<file path="config.mk">
export PLATFORM = sky130hd
export DESIGN_NAME = lc3_writeback_flat
export DESIGN_NICKNAME = d
export VERILOG_FILES = /design/src/rtl/lc3_writeback_if.sv /design/src/rtl/lc3_writeback.sv /design/src/flat_wrapper.sv
export SDC_FILE = /design/constraint.sdc
export NUM_CORES = 1
export LEC_CHECK = 0
export CORE_MARGIN = 2
export CORE_UTILIZATION = 50
export DETAILED_ROUTE_END_ITERATION = 8
export PLACE_DENSITY = 0.82
export SYNTH_ARGS = -nofsm -noshare
export SYNTH_HDL_FRONTEND = slang
export SYNTH_SLANG_ARGS = --single-unit
</file>
<file path="constraint.sdc">
create_clock -name clock -period 4.7 [get_ports clock]
set_input_delay 0.47 -clock clock [delete_from_list [all_inputs] [get_ports clock]]
set_output_delay 0.47 -clock clock [all_outputs]
set_load 0.02 [all_outputs]
</file>
<file path="src/rtl/lc3_writeback_if.sv">
// Writeback-stage bus: pipeline inputs into the register file and operand/status outputs back out.
interface lc3_writeback_if #(
  parameter int unsigned DATA_W = 16
);
  logic [DATA_W-1:0] npc_in;
  logic [1:0]        W_Control_in;
  logic [DATA_W-1:0] aluout;
  logic [DATA_W-1:0] pcout;
  logic [DATA_W-1:0] memout;
  logic              enable_writeback;
  logic [2:0]        sr1;
  logic [2:0]        sr2;
  logic [2:0]        dr;
  logic [DATA_W-1:0] VSR1;
  logic [DATA_W-1:0] VSR2;
  logic [2:0]        psr;
  logic [DATA_W-1:0] wb_value;

  modport master (
    output npc_in, W_Control_in, aluout, pcout, memout,
    output enable_writeback, sr1, sr2, dr,
    input  VSR1, VSR2, psr, wb_value
  );

  modport slave (
    input  npc_in, W_Control_in, aluout, pcout, memout,
    input  enable_writeback, sr1, sr2, dr,
    output VSR1, VSR2, psr, wb_value
  );
endinterface

</file>
<file path="src/rtl/lc3_writeback.sv">
// LC3 writeback stage: 8x16 register file plus N/Z/P condition codes.
// Optional macro LC3_WB_BYPASS_EN forwards the same-cycle writeback value onto VSR1/VSR2.
module lc3_writeback #(
  parameter int unsigned DATA_W   = 16,
  parameter int unsigned NUM_REGS = 8,
  parameter logic [2:0]  PSR_RST  = 3'b000
) (
  input logic            clock,
  input logic            reset,
  lc3_writeback_if.slave wb
);

  if (DATA_W != 16) begin : g_width_check
    $error("lc3_writeback supports DATA_W=16 only");
  end

  logic [DATA_W-1:0] regFile_q [NUM_REGS];
  logic [2:0]        psr_q;
  logic [2:0]        psr_d;
  logic [DATA_W-1:0] wbValue;

  always_comb begin
    wbValue = wb.aluout;
    case (wb.W_Control_in)
      2'd0: wbValue = wb.aluout;
      2'd1: wbValue = wb.memout;
      2'd2: wbValue = wb.pcout;
      2'd3: wbValue = wb.npc_in;
    endcase
  end

  always_comb begin
    if (wbValue[DATA_W-1]) begin
      psr_d = 3'b100;
    end else if (wbValue == '0) begin
      psr_d = 3'b010;
    end else begin
      psr_d = 3'b001;
    end
  end

  // State changes only under enable, so X on idle data inputs never reaches the register file.
  always_ff @(posedge clock) begin
    if (reset) begin
      for (int i = 0; i < int'(NUM_REGS); i++) begin
        regFile_q[i] <= '0;
      end
      psr_q <= PSR_RST;
    end else if (wb.enable_writeback) begin
      regFile_q[wb.dr] <= wbValue;
      psr_q            <= psr_d;
    end
  end

`ifdef LC3_WB_BYPASS_EN
  assign wb.VSR1 = (wb.enable_writeback && !reset && (wb.sr1 == wb.dr)) ? wbValue : regFile_q[wb.sr1];
  assign wb.VSR2 = (wb.enable_writeback && !reset && (wb.sr2 == wb.dr)) ? wbValue : regFile_q[wb.sr2];
`else
  assign wb.VSR1 = regFile_q[wb.sr1];
  assign wb.VSR2 = regFile_q[wb.sr2];
`endif

  assign wb.psr      = psr_q;
  assign wb.wb_value = wbValue;

endmodule

</file>
<file path="src/flat_wrapper.sv">
// flat-port wrapper written by rule: the top's interface ports become plain ports
module lc3_writeback_flat 
#(
  parameter int unsigned DATA_W   = 16,
  parameter int unsigned NUM_REGS = 8,
  parameter logic [2:0]  PSR_RST  = 3'b000
)
  (clock, reset, wb_npc_in, wb_W_Control_in, wb_aluout, wb_pcout, wb_memout, wb_enable_writeback, wb_sr1, wb_sr2, wb_dr, wb_VSR1, wb_VSR2, wb_psr, wb_wb_value);
  lc3_writeback_if #(.DATA_W(DATA_W)) wb_i ();
  input logic clock;
  input logic reset;
  input wire logic [$bits(wb_i.npc_in)-1:0] wb_npc_in;
  input wire logic [$bits(wb_i.W_Control_in)-1:0] wb_W_Control_in;
  input wire logic [$bits(wb_i.aluout)-1:0] wb_aluout;
  input wire logic [$bits(wb_i.pcout)-1:0] wb_pcout;
  input wire logic [$bits(wb_i.memout)-1:0] wb_memout;
  input wire logic [$bits(wb_i.enable_writeback)-1:0] wb_enable_writeback;
  input wire logic [$bits(wb_i.sr1)-1:0] wb_sr1;
  input wire logic [$bits(wb_i.sr2)-1:0] wb_sr2;
  input wire logic [$bits(wb_i.dr)-1:0] wb_dr;
  output wire logic [$bits(wb_i.VSR1)-1:0] wb_VSR1;
  output wire logic [$bits(wb_i.VSR2)-1:0] wb_VSR2;
  output wire logic [$bits(wb_i.psr)-1:0] wb_psr;
  output wire logic [$bits(wb_i.wb_value)-1:0] wb_wb_value;
  assign wb_i.npc_in = wb_npc_in;
  assign wb_i.W_Control_in = wb_W_Control_in;
  assign wb_i.aluout = wb_aluout;
  assign wb_i.pcout = wb_pcout;
  assign wb_i.memout = wb_memout;
  assign wb_i.enable_writeback = wb_enable_writeback;
  assign wb_i.sr1 = wb_sr1;
  assign wb_i.sr2 = wb_sr2;
  assign wb_i.dr = wb_dr;
  assign wb_VSR1 = wb_i.VSR1;
  assign wb_VSR2 = wb_i.VSR2;
  assign wb_psr = wb_i.psr;
  assign wb_wb_value = wb_i.wb_value;
  lc3_writeback #(.DATA_W(DATA_W), .NUM_REGS(NUM_REGS), .PSR_RST(PSR_RST)) u_core (.clock(clock), .reset(reset), .wb(wb_i));
endmodule
</file>
# Word level (Yosys, flattened, before mapping)
# Memory sizes are Yosys's and may differ from the RTL's.
# Cells that the tools add are included.
# W data, S select, Z words.
[classes] n_addsub=0 mul=0 n_div=0 magnitude_cmp=0 n_eq_ne=3 n_shift=0 muxes=11 bitwise=0 reduce_logical=3
[op_table] cell="$pmux W16 S4" count=1
[op_table] cell="$logic_not A16 Y1" count=1
[op_table] cell="$mux W16" count=1
[op_table] cell="$reduce_or A16 Y1" count=1
[op_table] cell="$mux W1" count=6
[op_table] cell="$mux W3" count=2
[op_table] cell="$eq A2 B2 Y1 const B" count=2
[op_table] cell="$eq A2 B1 Y1 const B" count=1
[op_table] cell="$logic_not A2 Y1" count=1
[op_table] cell="$mux W2" count=1
[word_totals] reg_bits=3 latchBits=0 mem_bits_rw=128 mem_bits_ro=0 in_bits=78 word_cells=19 memories=1
[mem_list] name="u_core.regFile_q" depth=8 width=16 rd=2 rd_clocked_by_memory_dff=0 wr=8 line_no="lc3_writeback.sv:17" rtl="logic [DATA_W-1:0] regFile_q [NUM_REGS];"

# Longest topological paths before layout
# Gate-level depths: netlist of the first run.
[logic_depth] word_depth=5 mapped_depth=10 ltp_nobuf=7

# Worst setup path after synthesis of the first run
# Ideal clock, no wire load.
[synth_path] kind="in2out" from="in wb_sr1[0]" to="out wb_VSR1[0]" arrival_time_ns=1.831 t_required_ns=4.230 slack_ns=2.399 cell_stages=4 path_cell_list="clkbuf_1 buf_2 mux4_2 mux2_2"
[synth_between] elab_chain_len=1
[synth_lines] item="from (decl)" line_no="flat_wrapper.sv:18" rtl="input wire logic [$bits(wb_i.sr1)-1:0] wb_sr1;"
[synth_lines] item="$mem_v2 Z8 W16"
[synth_lines] item="to (decl)" line_no="flat_wrapper.sv:21" rtl="output wire logic [$bits(wb_i.VSR1)-1:0] wb_VSR1;"
# No other way between the ends.

# Final worst setup path of the first run
[layout_path] from="in wb_W_Control_in[0]" to="out wb_wb_value[2]"
[layout_between] elab_chain_len=2 word_cells_on_any_way=5
[layout_lines] item="from (decl)" line_no="flat_wrapper.sv:13" rtl="input wire logic [$bits(wb_i.W_Control_in)-1:0] wb_W_Control_in;"
[layout_lines] item="$eq A2 B2 Y1, or another cell as far along" line_no="lc3_writeback.sv:24" rtl="case (wb.W_Control_in)"
[layout_lines] item="$pmux W16 S4 (*)" line_no="lc3_writeback.sv:24"
[layout_lines] item="to (decl)" line_no="flat_wrapper.sv:24" rtl="output wire logic [$bits(wb_i.wb_value)-1:0] wb_wb_value;"
# Every way passes the cells marked *; elsewhere a longest branch is shown, timed or not.

==> results.json, run 1 <==
{
  "clock_tree.root_cell": "clkbuf_16",
  "post-layout-total-power_mw": 3.24,
  "synth.net_count": 584,
  "holdBufCountCts": 0,
  "ys_top_cells_by_area": "edfxtp_1 53%, mux4_2 20%, nor2_1 6.8%, mux2_2 5.2%, mux2_4 2.7%",
  "final.setup.worst_slack_ps": 1550,
  "synth_enable_flop_cells": 128,
  "power.density_nw_per_um2": 350,
  "antenna_found_initial": 0,
  "fmax_mhz": 317,
  "num-nets-final": 713,
  "cpMaxStageDelayCell": "buf_2",
  "seq_area_frac_synth_pct": 53.4,
  "worst_setup_slack_before_clock_tree_synthesis_ps": 1570,
  "hold_viol_final": 0,
  "hold_ws_ps": 489,
  "internal-power_mw": 2.45,
  "antenna-diode-count": 0,
  "cts.sinks": 131,
  "post_layout_min_period_ps": 3150,
  "critPathLaunch": "wb_W_Control_in[0]",
  "post-route-period-util_pct": 67.1,
  "drcViolationCount": 0,
  "crit-reg2reg-launch": "u_core.wb.psr[2]",
  "run_status": "finished, final reports clean",
  "slew_viol_final": 0,
  "globalRoute.totalOverflow": 0,
  "clock_tree.htree_level_count": 4,
  "total_half_perimeter_wirelength_after_legalization_and_detailed_placement_um": 12700,
  "rr_worst_depth": 2,
  "die_h_um": 125,
  "grt_pass1_wl_um": 30000,
  "power_frac_clock_pct": 37.3,
  "post-route-cell-area_um2": 9280,
  "core_um2": 14400,
  "grtUsageTotal_pct": 26.0,
  "grt_start_max_net_pins": 33,
  "power.leakage_nw": 3.39,
  "syn2layout_area_growth_pct": 27.0,
  "detail-route-antenna-nets": 0,
  "via_per_inst": 6.15,
  "number_of_global_route_vias_before_repair": 5391,
  "drt_wl_total_um": 19600,
  "floorplan.die_area_um2": 15600,
  "post_cts.repair.setup_buffers": 0,
  "endpoint_kind": "primary output",
  "top_level_ports": 129,
  "synth_top_area_share_pct": 52.6,
  "combinationalPowerShare_pct": 19.5,
  "layout-drive-gt1-share_pct": 29.1,
  "gpl.final_weighted_congestion": 0.854,
  "worst_slew_margin_rel_pct": 27.1,
  "timing.reg2reg.setup_slack_ps": 4060,
  "seq_cells_post_synth": 131,
  "clkTransAtPathRegs_ps": 60,
  "worstSetupPathType": "input pin to primary output",
  "worst_endpoint_data_arrival_time_ps": 2680,
  "detailroute.via_count": 5103,
  "timing.rr.end": "u_core.wb.psr[2]",
  "cpPeakStageDelay_ps": 670,
  "dpl_cell_area_um2": 8750,
  "synthFlopType": "edfxtp_1",
  "setup_viol": 0,
  "timing.critical_path.from_type": "input pin",
  "placement_rows": 44,
  "postSynthCellCount": 506,
  "cts_made_buffers": 17,
  "worst_setup_path_endpoint": "wb_wb_value[2]",
  "power_frac_seq_pct": 43.2,
  "detail_route.wirelength.met1_um": 6740,
  "dr_wl_met3_um": 1980,
  "wl_per_cell_um": 23.6,
  "mappedNetlistArea_um2": 7310,
  "first_pass_iters": 5,
  "synth_async_sr_flop_share_pct": 0,
  "finalClockSkew_ps": 0,
  "yosysWarningCount": 0,
  "slew_at_the_pin_closest_to_its_max_slew_limit_ps": 1090,
  "syn_avg_cell_area_um2": 14.4,
  "met2WireLength_um": 10200,
  "chipWidth_um": 125,
  "final.setup.tns_ps": 0,
  "series_of_cell_instances_along_the_critical_path": "buf_2 -> mux2_4 -> o21ai_2 -> inv_1 -> clkdlybuf4s50_1",
  "power_switching_share_pct": 24.6,
  "count_of_buffers_inserted_at_the_top_level_ports": 128,
  "maxCapViolCount": 0,
  "rsz0062_at_grt": "no",
  "highest-signal-layer": "met4",
  "clock_insertion_delay_worst_skew_ps": 410,
  "vdd_ir_drop_max_mv": 0.255,
  "worst-endpoint-required_ps": 4230,
  "synth_area_leader_cell": "edfxtp_1",
  "cp_max_fo": 32,
  "max-clock-path-buffers": 2,
  "dr.first_iter.drc_count": 589,
  "floorplan.initialDensity_pct": 50.7,
  "number_of_distinct_library_cell_variants_in_the_gate_level_netlist_after_synthesis": 29,
  "post_cts_resized": 0,
  "cts_tree": "done",
  "p_sw_mw": 0.798,
  "min-delay-path-class": "flip-flop to flip-flop"
}
per-stage QoR:
stage / utilization [%] / cells
6_report: 64.3 / 830
5_1_grt: 64.3 / 830
4_1_cts: 64.3 / 830
3_5_place_dp: 60.6 / 800
3_3_place_gp: 60.6 / 800
2_1_floorplan: - / 506
cell type report:
| class | count | area (um^2) |
|---|---|---|
| timing repair buffer | 147 | 1400 |
| fill | 1013 | 5150 |
| clock buffer | 21 | 440 |
| tap | 184 | 230 |
| clock inverter | 9 | 90.1 |
| multi-input combinational | 321 | 3140 |
| inverter | 17 | 63.8 |
| sequential | 131 | 3900 |
state kept, by name, summed over array words and instances, names as in the netlist:
signal            cells
u_core.regFile_q    128
u_core.wb.psr         3
placed cells by master (no fill, tap or decap):
cell             Yosys  final
a22o_1               1      1
and3b_1              1      1
buf_2                8      4
buf_4                2     19
bufinv_16            0      2
clkbuf_1            20      4
clkbuf_16            0     17
clkdlybuf4s50_1      0    124
clkinv_1             0      4
clkinv_2             0      3
dfxtp_1              3      3
edfxtp_1           128    128
inv_1                3      3
inv_2               14     14
mux2_1               1      1
mux2_2              34     34
mux2_4              13     13
mux2i_1             17     17
mux4_2              64     64
nand2_1             20     20
nand2b_1             8      8
nand3_1              4      4
nand4_1              2      2
nor2_1             132    132
nor3_1               2      2
nor3b_1              1      1
nor4_1               3      3
nor4_2               1      1
o21ai_2              7      7
o21ai_4              9      9
o41ai_2              1      1
synth_stat cells, drive strengths merged (8+ instances only):
master,count
nand2,20
mux2i,17
mux2,48
clkbuf,20
nor2,132
o21ai,16
nand2b,8
edfxtp,128
buf,17
inv,17
mux4,64
critical path: cells and delay by family:
kind	cells	cell delay, ps
muxes	1	360
buffers and inverters	3	1380
AOI/OAI and AO/OA	1	470
how the worst min path moves through the flow:
stage | from | endpoint | cells past startpoint
finish | u_core.wb.psr[1] | u_core.wb.psr[1] | 2
global placement | u_core.wb.psr[1] | u_core.wb.psr[1] | 2
CTS | u_core.wb.psr[1] | u_core.wb.psr[1] | 2
floorplan | u_core.wb.psr[1] | u_core.wb.psr[1] | 2
detailed placement | u_core.wb.psr[1] | u_core.wb.psr[1] | 2
global route | u_core.wb.psr[0] | u_core.wb.psr[0] | 1
power groups by stage:
stage          clock network, mW  registers (mW)  logic [mW]
5_1_grt                     1.26            1.41       0.666
3_5_place_dp                   0            1.42       0.631
6_report                    1.21            1.40       0.633
3_3_place_gp                   0            1.41       0.627
4_1_cts                     1.21            1.40       0.635
2_1_floorplan                  0            1.40       0.378
cells by family (layout without fill, tap and decap cells):
group                  Yosys count  after routing  share of synthesized area, %
buffers and inverters           54            194                          3.54
multiplexers                   129            129                          30.1
AND/OR/NAND/NOR                174            174                          9.73
flip-flops                     131            131                          53.4
AO/OA/AOI/OAI                   18             18                          3.19
layer usage:
metal | vias to the layer above | global-route usage [%]
li1 | 2168 | -
met1 | 2487 | 32.1
met2 | 397 | 44.8
met3 | 51 | 5.67
met4 | 0 | 10.5
met5 | - | 0
Note: power is estimated with default switching activity, not from simulation.
==> inputs of run 2 (changes only) <==
==> constraint.sdc (replaced) <==
create_clock -name clock -period 3.2 [get_ports clock]
set_input_delay 0.32 -clock clock [delete_from_list [all_inputs] [get_ports clock]]
set_output_delay 0.32 -clock clock [all_outputs]
set_load 0.02 [all_outputs]
==> run 2 against run 1 <==
Final area grew 2.3%. Hold slack gained 12 ps. Register-to-register slack lost 1500 ps. Highest routed layer unchanged. Power grew 55%. Sequential cell count is the same. Count of clock-buffer cells in the layout shrank 3. Utilization grew 1.5 points. Sequential share of layout area shrank 0.96 points.
==> results.json, run 2 (synthesis results as in run 1) <==
{
  "run_status": "finished, final reports clean",
  "clock_tree.htree_level_count": 4,
  "syn2layout_area_growth_pct": 29.9,
  "finish.utilization_pct": 65.8,
  "slew_viol_final": 0,
  "post-route-cell-area_um2": 9490,
  "vdd_ir_drop_max_mv": 0.437,
  "internal-power_mw": 3.78,
  "post-route-period-util_pct": 83.0,
  "post_layout_min_period_ps": 2650,
  "min-delay-path-class": "flip-flop to flip-flop",
  "hold_viol_final": 0,
  "post_cts.repair.setup_buffers": 0,
  "regMostFlops": "u_core.regFile_q",
  "max-clock-path-buffers": 2,
  "placedCellCount": 806,
  "grt_pass1_wl_um": 31200,
  "detail-route-antenna-nets": 0,
  "layout_common_cells": "132 x nor2_1, 128 x edfxtp_1, 124 x clkdlybuf4s50_1, 64 x mux4_2, 34 x mux2_2",
  "endpoint_kind": "primary output",
  "number_of_global_route_vias_before_repair": 5527,
  "rsz0062_at_grt": "no",
  "core_um2": 14400,
  "setup_viol": 0,
  "dpl_cell_area_um2": 8880,
  "power_frac_clock_pct": 40.1,
  "floorplan.initialDensity_pct": 50.7,
  "floorplan.die_area_um2": 15600,
  "antenna-diode-count": 0,
  "post-layout-total-power_mw": 5.03,
  "worst_setup_slack_before_clock_tree_synthesis_ps": 554,
  "largest_register_ffs": 128,
  "clock_insertion_delay_worst_skew_ps": 420,
  "power.leakage_nw": 3.48,
  "mostFrequentLayoutCell": "nor2_1",
  "top_level_ports": 129,
  "maxCapViolCount": 0,
  "chipWidth_um": 125,
  "holdBufCountCts": 0,
  "hold_ws_ps": 501,
  "finish.cell_count_without_fillers": 838,
  "worst_slew_margin_rel_pct": 50.3,
  "p_sw_mw": 1.25,
  "worst_endpoint_data_arrival_time_ps": 2330,
  "power_frac_seq_pct": 40.9,
  "final.setup.tns_ps": 0,
  "worst-endpoint-required_ps": 2880,
  "post_cts_resized": 0,
  "cts.sinks": 131,
  "dr.first_iter.drc_count": 571,
  "num-nets-final": 719,
  "clock_tree.root_cell": "clkbuf_16",
  "via_per_inst": 6.14,
  "power.density_nw_per_um2": 530,
  "total_half_perimeter_wirelength_after_legalization_and_detailed_placement_um": 12500,
  "combinationalPowerShare_pct": 19.0,
  "cp_max_fo": 32,
  "wl_per_cell_um": 24.3,
  "detailroute.via_count": 5149,
  "drt_wl_total_um": 20300,
  "fmax_mhz": 377,
  "cts_made_buffers": 17,
  "grt_start_max_net_pins": 33,
  "clkTransAtPathRegs_ps": 60,
  "cts_tree": "done",
  "layout-drive-gt1-share_pct": 30.7,
  "slew_at_the_pin_closest_to_its_max_slew_limit_ps": 745,
  "final.setup.worst_slack_ps": 545,
  "placement_rows": 44,
  "timing.critical_path.from_type": "input pin",
  "grtUsageTotal_pct": 26.9,
  "rr_worst_depth": 2,
  "whs_path_depth": 1,
  "worstSetupPathType": "input pin to primary output",
  "first_pass_iters": 5,
  "finalClockSkew_ps": 0,
  "globalRoute.totalOverflow": 0,
  "power_switching_share_pct": 24.8,
  "gpl.final_weighted_congestion": 0.818,
  "antenna_found_initial": 0,
  "die_h_um": 125,
  "drcViolationCount": 0,
  "count_of_buffers_inserted_at_the_top_level_ports": 128
}
-- run 2: worst max-delay path, stage by stage --
cell,delay (ps)
clkdlybuf4s50_1,520
buf_12,240
mux4_2,370
mux2_2,320
clkdlybuf4s50_1,540
-- run 2: final timing paths --
| kind | start | end | slack (ps) |
|---|---|---|---|
| min | u_core.wb.psr[0] | u_core.wb.psr[0] | 500 |
| max reg2reg | u_core.wb.psr[2] | u_core.wb.psr[2] | 2580 |
| min reg2reg | u_core.wb.psr[0] | u_core.wb.psr[0] | 500 |
| max | wb_sr1[1] | wb_VSR1[9] | 550 |
-- run 2: power groups by stage --
stage	logic (mW)	clock network [mW]	registers, mW
2_1_floorplan	0.555	0	2.06
3_3_place_gp	0.936	0	2.07
3_5_place_dp	0.948	0	2.08
4_1_cts	0.958	2.01	2.06
5_1_grt	1.01	2.08	2.07
6_report	0.955	2.02	2.06
-- run 2: cell type report --
class / instances / area, um^2
inverters: 17 / 63.8
clock inverters: 14 / 186
fillers: 964 / 4930
clock buffers: 18 / 429
flip-flops and latches: 131 / 3900
well taps: 184 / 230
repair buffers: 153 / 1540
multi-input cells: 321 / 3140
-- run 2: metal layers --
layer	wire [um]	vias up	track usage [%]
met5	0	-	0
met4	820	0	11.6
met3	2000	71	6.36
met2	10400	386	46.4
met1	7120	2505	32.4
li1	-	2187	-
